===== config.mk =====
export PLATFORM = sky130hd
export DESIGN_NAME = hba_reg_bank
export DESIGN_NICKNAME = d
export VERILOG_FILES = /design/src/rtl/hba_reg_bank.sv
export SDC_FILE = /design/constraint.sdc
export NUM_CORES = 1
export LEC_CHECK = 0
export CAP_MARGIN = 20
export CORE_AREA = 4 4 62 106
export DETAILED_ROUTE_END_ITERATION = 8
export DIE_AREA = 0 0 66 110
export HOLD_SLACK_MARGIN = 0.06
export PLACE_DENSITY = 0.8
export SLEW_MARGIN = 5
export SYNTH_ARGS = -nofsm -noshare
export SYNTH_HDL_FRONTEND = slang
export SYNTH_SLANG_ARGS = --single-unit

===== constraint.sdc =====
create_clock -name hba_clk -period 4.19 [get_ports hba_clk]
set_input_delay 0.419 -clock hba_clk [delete_from_list [all_inputs] [get_ports hba_clk]]
set_output_delay 0.419 -clock hba_clk [all_outputs]
set_load 0.03 [all_outputs]

===== src/rtl/hba_reg_bank.sv =====
// rtl/hba_reg_bank.sv - HBA bus slave front end with stored R/W and external read-only registers
// One ack per select assertion; the DESEL state holds off re-acceptance until select drops.
module hba_reg_bank #(
  parameter int DBUS_WIDTH        = 8,
  parameter int PERIPH_ADDR_WIDTH = 4,
  parameter int REG_ADDR_WIDTH    = 8,
  parameter int ADDR_WIDTH        = PERIPH_ADDR_WIDTH + REG_ADDR_WIDTH,
  parameter int PERIPH_ADDR       = 0,
  parameter int NUM_WR_REGS       = 4,
  parameter int NUM_RD_REGS       = 2
) (
  input  logic                              hba_clk,
  input  logic                              hba_reset,
  input  logic                              hba_select,
  input  logic                              hba_rnw,
  input  logic [ADDR_WIDTH-1:0]             hba_abus,
  input  logic [DBUS_WIDTH-1:0]             hba_dbus,
  output logic                              slave_xferack,
  output logic [DBUS_WIDTH-1:0]             slave_dbus,
  output logic [NUM_WR_REGS*DBUS_WIDTH-1:0] reg_out,
  input  logic [NUM_RD_REGS*DBUS_WIDTH-1:0] reg_in,
  output logic                              reg_wr_strobe,
  output logic                              reg_rd_strobe,
  output logic [REG_ADDR_WIDTH-1:0]         reg_index
);

  localparam int NUM_REGS = NUM_WR_REGS + NUM_RD_REGS;

  typedef enum logic [1:0] {
    ST_IDLE  = 2'd0,
    ST_ACK   = 2'd1,
    ST_DESEL = 2'd2
  } state_t;

  state_t                    r_state;
  logic [DBUS_WIDTH-1:0]     r_regs [NUM_WR_REGS];
  logic                      r_xferack;
  logic [DBUS_WIDTH-1:0]     r_dbus;
  logic                      r_wr_strobe;
  logic                      r_rd_strobe;
  logic [REG_ADDR_WIDTH-1:0] r_index;

  logic                      w_hit;
  logic [REG_ADDR_WIDTH-1:0] w_index;
  logic                      w_in_wr_range;
  logic                      w_in_any_range;
  logic [DBUS_WIDTH-1:0]     w_rd_data;

  assign w_index        = hba_abus[REG_ADDR_WIDTH-1:0];
  assign w_hit          = hba_select &&
                          (hba_abus[ADDR_WIDTH-1:REG_ADDR_WIDTH] == PERIPH_ADDR_WIDTH'(PERIPH_ADDR));
  assign w_in_wr_range  = ({1'b0, w_index} < (REG_ADDR_WIDTH+1)'(NUM_WR_REGS));
  assign w_in_any_range = ({1'b0, w_index} < (REG_ADDR_WIDTH+1)'(NUM_REGS));

  // Out-of-range indices fall through to zero read data.
  always_comb begin
    w_rd_data = '0;
    for (int i = 0; i < NUM_WR_REGS; i++) begin
      if (w_index == REG_ADDR_WIDTH'(i)) w_rd_data = r_regs[i];
    end
    for (int j = 0; j < NUM_RD_REGS; j++) begin
      if (w_index == REG_ADDR_WIDTH'(NUM_WR_REGS + j)) w_rd_data = reg_in[j*DBUS_WIDTH +: DBUS_WIDTH];
    end
  end

  always_ff @(posedge hba_clk or posedge hba_reset) begin
    if (hba_reset) begin
      r_state     <= ST_IDLE;
      r_xferack   <= 1'b0;
      r_dbus      <= '0;
      r_wr_strobe <= 1'b0;
      r_rd_strobe <= 1'b0;
      r_index     <= '0;
      for (int i = 0; i < NUM_WR_REGS; i++) r_regs[i] <= '0;
    end else begin
      case (r_state)
        ST_IDLE: begin
          if (w_hit) begin
            r_xferack <= 1'b1;
            r_index   <= w_index;
            r_state   <= ST_ACK;
            if (hba_rnw) begin
              r_dbus      <= w_rd_data;
              r_rd_strobe <= w_in_any_range;
            end else if (w_in_wr_range) begin
              for (int i = 0; i < NUM_WR_REGS; i++) begin
                if (w_index == REG_ADDR_WIDTH'(i)) r_regs[i] <= hba_dbus;
              end
              r_wr_strobe <= 1'b1;
            end
          end
        end
        ST_ACK: begin
          r_xferack   <= 1'b0;
          r_dbus      <= '0;
          r_wr_strobe <= 1'b0;
          r_rd_strobe <= 1'b0;
          r_state     <= ST_DESEL;
        end
        ST_DESEL: begin
          if (!hba_select) r_state <= ST_IDLE;
        end
        default: begin
          r_xferack   <= 1'b0;
          r_dbus      <= '0;
          r_wr_strobe <= 1'b0;
          r_rd_strobe <= 1'b0;
          r_state     <= ST_IDLE;
        end
      endcase
    end
  end

  for (genvar g = 0; g < NUM_WR_REGS; g++) begin : g_reg_out
    assign reg_out[g*DBUS_WIDTH +: DBUS_WIDTH] = r_regs[g];
  end

  assign slave_xferack = r_xferack;
  assign slave_dbus    = r_dbus;
  assign reg_wr_strobe = r_wr_strobe;
  assign reg_rd_strobe = r_rd_strobe;
  assign reg_index     = r_index;

endmodule


Word-level counts from Yosys, hierarchy flattened
Cells that the tools add are included.
Word-level totals
  register bits after elaboration: 53
Cells by class
  $lt $le $gt $ge: 2
  eq/ne operators: 12
  multiplexer cells: 21
  bitwise logic cells: 2
  reductions and logical operators: 13
Operator list (number)
  two-way mux 8 bit: 8
  AND reduction 5 bit: 4
  == test 8 x 2 -> 1 bit (second input constant): 2
  == test 8 x 3 -> 1 bit (second input constant): 2
  less-than comparator 8 x 3 -> 1 bit (second input constant): 2
  one-hot mux 8 bit (2 select lines): 1
  != test 2 bit (second input constant): 5
  == test 8 x 1 -> 1 bit (second input constant): 1
  zero test 8 bit: 1
  two-way mux 1 bit: 6
  one-hot mux 1 bit (2 select lines): 3
  one-hot mux 2 bit (3 select lines): 1
  AND reduction 2 bit: 3
  zero test 4 bit: 1
  two-way mux 2 bit: 2
  AND reduction 4 bit: 1
  AND reduction 3 bit: 1
  == test 2 x 1 -> 1 bit (second input constant): 1
  == test 2 bit (second input constant): 1
  zero test 2 bit: 1
  NOT 1 bit: 2
  logical AND 1 bit: 1

Longest topological paths before layout
  depth after elaboration: 10
  depth in mapped cells: 6
  depth with buffers taken out: 4

Worst setup path after synthesis
No wires, ideal clock.
  path type: input port to flip-flop
  start point: input hba_abus[4]
  end point: register r_regs, in the netlist reg_out[16]
  library setup time: 0.125 ns
  data arrival time: 1.672 ns
  path slack: 2.393 ns
  stages: 4
  path through: nor2_1 nand3_4 nor4b_4 mux2_2
On the way
  cells in the longest elaborated chain, start to end: 2
  elaborated cells between the ends (all ways): 3
  those cells by class: 1 x order compare; 1 x eq/ne; 1 x reduce/logical
RTL lines
  start: declaration: RTL line 16  | input logic [ADDR_WIDTH-1:0] hba_abus,
  less-than comparator 8 x 3 -> 1 bit or == test 8 x 2 -> 1 bit (tied branches): RTL line 52, 87
  AND reduction 5 bit (no source line) *
  end signal: indexed assignment: RTL line 87  | if (w_index == REG_ADDR_WIDTH'(i)) r_regs[i] <= hba_dbus;
  end: declaration: RTL line 36  | logic [DBUS_WIDTH-1:0] r_regs [NUM_WR_REGS];
Mark *: on every way between the ends. The rest lies on a longest branch, timed or not.
A chain may end at the register's enable or synchronous reset.

Worst setup path after layout
  start point: input hba_abus[1]
  end point: register r_regs, in the netlist reg_out[16]
Same word-level chain as after synthesis.

==> flow_summary.toml <==
[die]
core_area_um2 = 5630
num_rows = 36
die-width_um = 66
die-area_um2 = 7260
initial_core_util_pct = 44.5
pin_count = 91
die_h_um = 110

[route]
drt_wl_total_mm = 6.62
vias = 1927
routedWlPerCell_um = 17.7
drt_iter0_drc = 87
viasPerCell = 5.14
ant_nets = 0
post-route-drc-count = 0
drt-pass1-iter-count = 4

[placement]
gp_congestion = 0.824
dp_cells = 368
portBuffers = 90
dp_hpwl_mm = 5.01

[power]
peakVddDrop_uv = 183
p_leak_nw = 1.61
finalPower_mw = 1.03
power_density_nw_per_um2 = 289

[clock_network]
cts_max_level = 2
clk_path_buf_depth = 2
cts-root-buf = "clkbuf_8"
clk_pin_slew_ns = 0.09
clock_latency_ns = 0.31
cts.sinks = 53
cts_resized = 0
holdBufCountCts = 0
postCtsSetupBuffers = 0
cts_buffers = 5
tritoncts = "yes"

[setup_path]
reg2reg_depth = 4
required_ns = 4.38
cp-start-kind = "input port"
rrSetupSlack_ns = 2.03
startpoint = "hba_abus[1]"
critical_path.cell_chain = "clkdlybuf4s50_1 > nor4b_4 > mux2_2"
worstSetupPathType = "input port to flop"
rr_startpoint = "r_state[0]"
crit_arrival_ns = 2.50
cp.depth = 3
reg2reg_to = "reg_out[16]"
cp_slowest_cell = "clkdlybuf4s50_1"
slowest_delay_ns = 0.96
crit_path_end = "reg_out[16]"
path_delay_family = "buffers and inverters"
end_kind = "flop"
path_buf_inv = 1
cp_max_fo = 16

[sta]
hold-worst-slack_ns = 0.472
finClkSkew_ns = 0.0140
max_freq_mhz = 434
finalHoldViolCount = 0
period_needed_ns = 2.31
tightest_slew_ns = 0.789
relSlewSlack_pct = 46.7
finalCritPeriodShare_pct = 55.0
rsz0062_at_grt = "no"
setup_viol = 0
slew_viol_final = 0
timing.setup.tns_ns = 0

[global_routing]
busiest_layer = "met2"
antenna_found_initial = 0
grt_remaining_overflow = 0
met3_usage_pct = 3.25
met1_usage_pct = 22.5
use_met2_pct = 34.3
track_usage_pct = 19.3
grt_pass1_vias = 2081
grt_max_degree = 29
grt_pass1_wl_mm = 10.5

[yosys]
synth.distinct_cells = 27
synth_warnings = 0
netlist_instances = 209
synth_seq_cells = 53
syn-num-nets = 249
syn-cell-area_um2 = 2500
syn_avg_cell_area_um2 = 12.0
yosysSeqAreaShare_pct = 53.0

[hold_path]
min_path_type = "flop to flop"

[finish]
drive_gt1_share_pct = 16.1
nNetsFinal = 339
seqCellArea_um2 = 1330
multi_input_area_um2 = 1120
area_growth_pct = 42.3
n_fill_cell = 469
finalNonFillerCells = 375
antenna_cells = 0
final_util_pct = 63.3

[outcome]
status = "finished, final reports clean"

[job]
max_cap_violations = 0
## worst min path at each step
stage,to,from,depth (start not counted)
final,reg_index[5],reg_index[5],2
after global routing,reg_index[4],reg_index[4],2
after CTS,reg_index[5],reg_index[5],2
after detailed placement,reg_index[5],reg_index[5],2
after global placement,reg_index[7],reg_index[7],2
after floorplan,reg_wr_strobe,r_state[0],1
## sequential cells by signal, summed over array words and instances (netlist names)
name,count
reg_out,32
reg_index,8
slave_dbus,8
r_state,2
reg_rd_strobe,1
reg_wr_strobe,1
slave_xferack,1
## cell usage in the layout, fill, tap and decap left out, drive strengths merged
| cell type | instances |
|---|---|
| mux2 | 33 |
| dfrtp | 53 |
| clkbuf | 7 |
| mux2i | 16 |
| a21oi | 2 |
| a41oi | 1 |
| inv | 4 |
| and3 | 2 |
| and2b | 1 |
| and4 | 1 |
| o31ai | 9 |
| nor4b | 2 |
| nor2 | 22 |
| clkdlybuf4s50 | 90 |
| nor4 | 3 |
| nand4b | 2 |
| nand2 | 32 |
| nand2b | 3 |
| nor3 | 3 |
| buf | 2 |
| nand3 | 2 |
| a221o | 8 |
| o21ai | 1 |
## final cells by class
type                    instances  share of cell area (%)
flip-flops and latches         53                    37.2
multi-input cells             143                    31.5
repair buffers                 92                    25.7
well taps                      76                    2.67
clock buffers                   7                    2.42
inverters                       4                   0.421
## worst reg2reg max path, stage by stage, from the launching register on
cell	delay [ns]
dfrtp_1	0.44
and2b_1	0.30
nand3_4	0.23
nor4b_4	0.66
mux2_2	0.41
## report_power, final
part	internal, mW	switching (mW)	total (mW)
sequential	0.533	0.0123	0.545
clock	0.131	0.158	0.289
combinational	0.0884	0.107	0.195
## cells in the mapped netlist, drive strengths merged
library cell | n | area, µm²
o21ai | 1 | 5.00
nand2b | 3 | 18.8
nor2 | 22 | 82.6
inv | 4 | 15.0
nand3 | 2 | 35.0
mux2 | 33 | 372
a221o | 8 | 80.1
nor4 | 3 | 48.8
and3 | 2 | 12.5
buf | 5 | 23.8
nor3 | 3 | 36.3
clkbuf | 4 | 15.0
and2b | 1 | 7.51
nor4b | 2 | 32.5
nand4b | 2 | 17.5
o31ai | 9 | 67.6
a21oi | 2 | 10.0
mux2i | 16 | 160
and4 | 1 | 8.76
a41oi | 1 | 8.76
nand2 | 32 | 120
dfrtp | 53 | 1330
## through the flow
stage	instance area (µm²)	setup slack, ns
global route	3560	1.82
CTS	3560	1.87
finish	3560	1.88
floorplan	2500	2.39
detailed placement	3480	1.57
global placement	3480	1.56
## logic make-up after synthesis
family	Yosys count	share of synthesized area [%]
multiplexers	49	21.2
AND/OR/NAND/NOR	73	16.8
buffers and inverters	13	2.15
AO/OA/AOI/OAI	21	6.85
flip-flops	53	53.0
## per-layer routing
metal | vias up | share of wire (%)
li1 | 925 | -
met1 | 926 | 40
met2 | 65 | 53
met3 | 11 | 4.4
met4 | 0 | 2.3
met5 | - | 0
No activity file was read; power rests on OpenSTA's default activity.
